===== src/rtl/sd_pkg.sv =====
// Shared types and constants for the SD SPI-mode command path.
package sd_pkg;

    typedef enum logic [2:0] {
        ST_IDLE,
        ST_SEND,
        ST_POLL,
        ST_RESP,
        ST_POST,
        ST_DONE
    } sd_state_e;

    // CRC7 generator x^7 + x^3 + 1 (the x^7 term is implicit)
    localparam logic [6:0] CRC7_POLY = 7'h09;
    // Command frame: command byte, four argument bytes, CRC byte
    localparam int         FRAME_LEN = 6;
    // Idle line value, also what the host clocks out while polling
    localparam logic [7:0] FILL_BYTE = 8'hFF;

endpackage


===== src/rtl/sd_crc7.sv =====
// Combinational CRC7 over a 40-bit message, MSB first, zero seed.
module sd_crc7
    import sd_pkg::*;
(
    input  logic [39:0] data_i,
    output logic [6:0]  crc_o
);

    // Bit-serial LFSR unrolled across all 40 message bits
    always_comb begin
        logic [6:0] crc_d;
        logic       fb_d;
        crc_d = '0;
        fb_d  = 1'b0;
        for (int i = 39; i >= 0; i--) begin
            fb_d  = data_i[i] ^ crc_d[6];
            crc_d = {crc_d[5:0], 1'b0};
            if (fb_d) begin
                crc_d = crc_d ^ CRC7_POLY;
            end
        end
        crc_o = crc_d;
    end

endmodule


===== src/rtl/sd_cmd_engine.sv =====
// SD SPI-mode command engine: frames a command, polls for the R1 start
// byte, captures the remaining response bytes and clocks one trailing byte.
module sd_cmd_engine
    import sd_pkg::*;
#(
    parameter int MAX_RESP_BYTES = 5,
    parameter int NCR_MAX        = 8
) (
    input  logic                                 clk,
    input  logic                                 rst_n,
    input  logic                                 start,
    input  logic [5:0]                           cmd,
    input  logic [31:0]                          arg,
    input  logic [$clog2(MAX_RESP_BYTES+1)-1:0] nresponse,
    output logic                                 busy,
    output logic                                 done,
    output logic                                 timeout,
    output logic [8*MAX_RESP_BYTES-1:0]          resp,
    output logic                                 spi_ss,
    output logic [7:0]                           spi_tx,
    output logic                                 spi_start,
    input  logic [7:0]                           spi_rx,
    input  logic                                 spi_done
);

    localparam int NR_W  = $clog2(MAX_RESP_BYTES + 1);
    localparam int CNT_W = 8;
    localparam logic [CNT_W-1:0] NCR_LAST   = CNT_W'(NCR_MAX - 1);
    localparam logic [CNT_W-1:0] FRAME_LAST = CNT_W'(FRAME_LEN - 1);

    sd_state_e                   state_q;
    logic [5:0]                  cmd_q;
    logic [31:0]                 arg_q;
    logic [NR_W-1:0]             nresp_q;
    logic [CNT_W-1:0]            cnt_q;
    logic                        inflight_q;
    logic                        busy_q;
    logic                        done_q;
    logic                        timeout_q;
    logic                        spi_ss_q;
    logic                        spi_start_q;
    logic [7:0]                  spi_tx_q;
    logic [8*MAX_RESP_BYTES-1:0] resp_q;

    logic [NR_W-1:0]  nresp_d;
    logic [6:0]       crc_d;
    logic [CNT_W-1:0] tx_sel_d;
    logic [7:0]       frame_byte_d;
    logic [CNT_W-1:0] resp_last_d;

    sd_crc7 u_crc7 (
        .data_i ({2'b01, cmd_q, arg_q}),
        .crc_o  (crc_d)
    );

    // Clamp requested response length into 1..MAX_RESP_BYTES
    always_comb begin
        nresp_d = nresponse;
        if (nresponse == '0) begin
            nresp_d = NR_W'(1);
        end else if (nresponse > NR_W'(MAX_RESP_BYTES)) begin
            nresp_d = NR_W'(MAX_RESP_BYTES);
        end
    end

    // Select the frame byte to issue next: byte 0 on the first issue, else the one after cnt_q
    always_comb begin
        tx_sel_d    = inflight_q ? cnt_q + CNT_W'(1) : cnt_q;
        resp_last_d = CNT_W'(nresp_q) - CNT_W'(1);
        case (tx_sel_d)
            8'd0:    frame_byte_d = {2'b01, cmd_q};
            8'd1:    frame_byte_d = arg_q[31:24];
            8'd2:    frame_byte_d = arg_q[23:16];
            8'd3:    frame_byte_d = arg_q[15:8];
            8'd4:    frame_byte_d = arg_q[7:0];
            8'd5:    frame_byte_d = {crc_d, 1'b1};
            default: frame_byte_d = FILL_BYTE;
        endcase
    end

    // Command FSM; every byte after the first is issued on the spi_done edge so transfers run back to back
    always_ff @(posedge clk) begin
        if (!rst_n) begin
            state_q     <= ST_IDLE;
            cmd_q       <= '0;
            arg_q       <= '0;
            nresp_q     <= NR_W'(1);
            cnt_q       <= '0;
            inflight_q  <= 1'b0;
            busy_q      <= 1'b0;
            done_q      <= 1'b0;
            timeout_q   <= 1'b0;
            spi_ss_q    <= 1'b1;
            spi_start_q <= 1'b0;
            spi_tx_q    <= FILL_BYTE;
            resp_q      <= '1;
        end else begin
            spi_start_q <= 1'b0;
            done_q      <= 1'b0;
            case (state_q)
                ST_IDLE: begin
                    if (start) begin
                        cmd_q      <= cmd;
                        arg_q      <= arg;
                        nresp_q    <= nresp_d;
                        resp_q     <= '1;
                        timeout_q  <= 1'b0;
                        busy_q     <= 1'b1;
                        spi_ss_q   <= 1'b0;
                        cnt_q      <= '0;
                        inflight_q <= 1'b0;
                        state_q    <= ST_SEND;
                    end
                end
                ST_SEND: begin
                    if (!inflight_q) begin
                        spi_start_q <= 1'b1;
                        spi_tx_q    <= frame_byte_d;
                        inflight_q  <= 1'b1;
                    end else if (spi_done) begin
                        spi_start_q <= 1'b1;
                        if (cnt_q == FRAME_LAST) begin
                            cnt_q    <= '0;
                            spi_tx_q <= FILL_BYTE;
                            state_q  <= ST_POLL;
                        end else begin
                            cnt_q    <= cnt_q + CNT_W'(1);
                            spi_tx_q <= frame_byte_d;
                        end
                    end
                end
                ST_POLL: begin
                    if (spi_done) begin
                        spi_start_q <= 1'b1;
                        spi_tx_q    <= FILL_BYTE;
                        if (!spi_rx[7]) begin
                            resp_q[8*MAX_RESP_BYTES-1 -: 8] <= spi_rx;
                            cnt_q   <= CNT_W'(1);
                            state_q <= (nresp_q > NR_W'(1)) ? ST_RESP : ST_POST;
                        end else if (cnt_q == NCR_LAST) begin
                            timeout_q <= 1'b1;
                            state_q   <= ST_POST;
                        end else begin
                            cnt_q <= cnt_q + CNT_W'(1);
                        end
                    end
                end
                ST_RESP: begin
                    if (spi_done) begin
                        for (int k = 1; k < MAX_RESP_BYTES; k++) begin
                            if (cnt_q == CNT_W'(k)) begin
                                resp_q[8*(MAX_RESP_BYTES-1-k) +: 8] <= spi_rx;
                            end
                        end
                        spi_start_q <= 1'b1;
                        spi_tx_q    <= FILL_BYTE;
                        if (cnt_q == resp_last_d) begin
                            state_q <= ST_POST;
                        end else begin
                            cnt_q <= cnt_q + CNT_W'(1);
                        end
                    end
                end
                ST_POST: begin
                    if (spi_done) begin
                        inflight_q <= 1'b0;
                        spi_ss_q   <= 1'b1;
                        spi_tx_q   <= FILL_BYTE;
                        busy_q     <= 1'b0;
                        done_q     <= 1'b1;
                        state_q    <= ST_DONE;
                    end
                end
                ST_DONE: begin
                    state_q <= ST_IDLE;
                end
                default: begin
                    state_q <= ST_IDLE;
                end
            endcase
        end
    end

    assign busy      = busy_q;
    assign done      = done_q;
    assign timeout   = timeout_q;
    assign resp      = resp_q;
    assign spi_ss    = spi_ss_q;
    assign spi_tx    = spi_tx_q;
    assign spi_start = spi_start_q;

endmodule


===== config.mk =====
export PLATFORM = sky130hd
export DESIGN_NAME = sd_cmd_engine
export DESIGN_NICKNAME = d
export VERILOG_FILES = /design/src/rtl/sd_pkg.sv /design/src/rtl/sd_crc7.sv /design/src/rtl/sd_cmd_engine.sv
export SDC_FILE = /design/constraint.sdc
export NUM_CORES = 1
export LEC_CHECK = 0
export ABC_AREA = 1
export CAP_MARGIN = 20
export CELL_PAD_IN_SITES_DETAIL_PLACEMENT = 0
export CELL_PAD_IN_SITES_GLOBAL_PLACEMENT = 1
export CORE_MARGIN = 4
export CORE_UTILIZATION = 39
export DETAILED_ROUTE_END_ITERATION = 8
export PLACE_DENSITY = 0.89
export SYNTH_ARGS = -nofsm -noshare
export SYNTH_HDL_FRONTEND = slang
export SYNTH_HIERARCHICAL = 1
export SYNTH_SLANG_ARGS = --single-unit

===== constraint.sdc =====
create_clock -name clk -period 7 [get_ports clk]
set_clock_uncertainty 0.1 [all_clocks]
set_input_delay 0.7 -clock clk [delete_from_list [all_inputs] [get_ports clk]]
set_output_delay 0.7 -clock clk [all_outputs]
set_load 0.01 [all_outputs]

==> results.md <==
* Element type at the critical path end: register
* R2R Path Start: cmd_q[1]$_SDFFE_PN0P_
* Critical Setup Path Class: register to register
* Core Area at 16600 um^2
* DRC errors left at 0
* Period minus WS final at 3210 ps
* Worst-Skew Late Latency at 370 ps
* CTS tree: yes
* Post-synth EDFFs at 0
* Num rows at 47
* Vias in the first global route at 6276
* Clock sink total at 106
* Final setup viols at 0
* Prevailing post-synth register cell: dfxtp_1
* # IOs at 106
* CP bufs+invs at 2
* Reg2reg path depth at 28
* CTS clock-pin slew for the worst setup and hold paths at 90 ps
* GRT overflow at 0
* CTS root buffer: clkbuf_16
* Filler Cells Inserted at 1702
* Vias/cell at 4.97
* Crit path to: spi_tx[5]$_SDFFE_PN1P_
* Initial Util at about 40%
* DP HPWL at between 10000 and 15000 um
* Largest net degree at the start of global routing at between 80 and 90
* Headroom to the max-slew limit at 44.7%
* Synth-to-Final Area Change at 22.8%
* CP Launch Type: register
* Crit path DAT at approximately 3400 ps
* Crit path max-delay cell type: dfxtp_1
* Internal reg-to-reg setup slack at 3790 ps
* Drt wl/cell at around 14 um
* Final Max Tran Viols at 0
* Fin Setup TNS at 0 ps
* Least-Margin Pin Slew at 829 ps
* Sequential area share after synthesis at about a third
* # diodes at 0
* Final worst-path cycle share at 45.8%
* DIE AREA at 19200 um^2
* CP required at 7170 ps
* Yosys top cell area share at 31.9%
* R2R Path End: spi_tx[5]$_SDFFE_PN1P_
* Routability congestion estimate at 0.873
* Setup Fix Bufs, Post-CTS at 0
* Post-synth top area cell: dfxtp_1
* Hold crit path type: register to register
* Cts hold-fix bufs at 0
* Synth async-reset ratio at 0%
* RSZ-0062 raised after global routing: false
* Final Hold Viols at 0
* Max Clock Freq at roughly 310 MHz
* DR pass1 iterations at 5
* Num CTS Buffers at 9
* Critical-path maximum fanout at 5
* Levels on crit path at 28
* Fraction of layout cells with a size suffix above 1 at 12.3%
* Post-synthesis instance area at about 6700 um^2
* Post-route ant nets at 0
* Top-count cell post-synth: nand2_1
* Die Ht at 139 um
* Mapped Avg Cell Area at 6.33 um^2
* First-pass GRT wire length at between 30000 and 40000 um
* Port-buffer cells at 105
* H-Tree Depth at 3
* DR vias at 6813
* Post-layout nets at 1206
* Synthesis Warnings at 6
* Top cells by count, synth: 330 x nand2_1, 118 x nand3_1, 108 x nor2_1
* CP top delay family: simple AND/OR/NAND/NOR gates
* Crit-path max cell delay at 450 ps
* Max-Cap Viols at 0
* Worst Setup SP: cmd_q[1]$_SDFFE_PN0P_
* Synth top area cells: dfxtp_1 32%, nand2_1 19%, nand3_1 8.9%
* FF+latch count, synth at 106
* Initial drt markers at 479
* Clock Path Buffers at 2
* Status: completed
* Critical Path Most Common Cell: nand2_1
* GRT Overall Usage at between 10% and 20%
* Post-cts resize count at 0
* Distinct cell type count after synthesis at 42
* Drt total wl at approximately 19000 um
* Mapped Cells at 1051
* Initial antenna violation count at 0
* Die width at about 140 um
layer usage:
metal	vias up	GRT usage (%)	routed length, um
met4	0	5.30	388
met1	3111	24.7	8540
li1	3542	-	-
met5	-	0	0
met2	133	35.1	9480
met3	27	4.00	665
worst register-to-register path: cells and delay by family (launching register included):
family          cells  cell delay [ps]
buf+inv             2              160
simple gates       24             2050
compound gates      1              140
flops               1              450
xor+xnor            1              230
sequential cells by signal, indices dropped and copies added (netlist names):
register    cells
state_q         3
cnt_q           8
nresp_q         3
done            1
spi_start       1
spi_tx          8
timeout         1
busy            1
resp           40
spi_ss          1
cmd_q           6
arg_q          32
inflight_q      1
cells by family (layout without fill, tap and decap cells):
family / count (synthesis) / after routing / share of synthesized area, %
and+or+nand+nor: 663 / 663 / 46.2
AOI/OAI and AO/OA: 131 / 131 / 10.4
buffers and inverters: 130 / 223 / 8.01
DFF: 106 / 106 / 31.9
xor gates and xnor gates: 12 / 12 / 2.09
adders and majority gates: 7 / 7 / 1.32
other: 2 / 9 / 0.113
how the worst min path moves through the flow:
stage | from | end | slack [ps] | depth (start not counted)
final | timeout$_SDFFE_PN0P_ | timeout$_SDFFE_PN0P_ | 350 | 2
after global routing | timeout$_SDFFE_PN0P_ | timeout$_SDFFE_PN0P_ | 380 | 2
after CTS | timeout$_SDFFE_PN0P_ | timeout$_SDFFE_PN0P_ | 360 | 2
after detailed placement | timeout$_SDFFE_PN0P_ | timeout$_SDFFE_PN0P_ | 340 | 2
after global placement | spi_ss$_SDFFE_PN1P_ | spi_ss$_SDFFE_PN1P_ | 340 | 2
after floorplan | arg_q[3]$_SDFFE_PN0P_ | arg_q[3]$_SDFFE_PN0P_ | 350 | 2
placed cells by master (no fill, tap or decap), types with 2 or more instances in the layout:
cell type,n
nand2_1,330
nand3_1,118
nor2_1,108
dfxtp_1,106
clkdlybuf4s50_1,104
inv_1,69
o21ai_0,62
nand2_2,46
a21oi_1,44
inv_2,32
o21ai_1,16
nand3b_1,12
nand2_4,11
nand3_2,10
clkbuf_16,9
conb_1,9
nor2_4,8
or2_2,7
ha_1,7
nand4_1,5
xnor2_1,5
xor2_1,4
clkinv_8,4
nor2_2,3
o2111ai_1,2
inv_6,2
per-stage QoR:
| stage | setup WS, ps | cells | hold WS (ps) | area (um^2) | utilization, % |
|---|---|---|---|---|---|
| global route | 3390 | 1371 | 379 | 8170 | 49.1 |
| detailed placement | 3620 | 1355 | 343 | 7860 | 47.2 |
| finish | 3790 | 1371 | 354 | 8170 | 49.1 |
| global placement | 3680 | 1355 | 340 | 7860 | 47.2 |
| floorplan | 4360 | 1058 | 352 | 6680 | - |
| CTS | 3810 | 1371 | 355 | 8170 | 49.1 |
area by class of cell:
class	instances	area [um^2]	area share (%)
clock buffers	9	225	2.76
well taps	220	275	3.37
repair buffers	106	1050	12.9
flip-flops and latches	106	2120	26.0
inverters	101	379	4.64
clock inverters	7	91.3	1.12
multi-input cells	822	4030	49.3
Power is left out: the tool's default activity adds up to more than one toggle a clock period on the data nets, which glitch-free logic cannot reach.
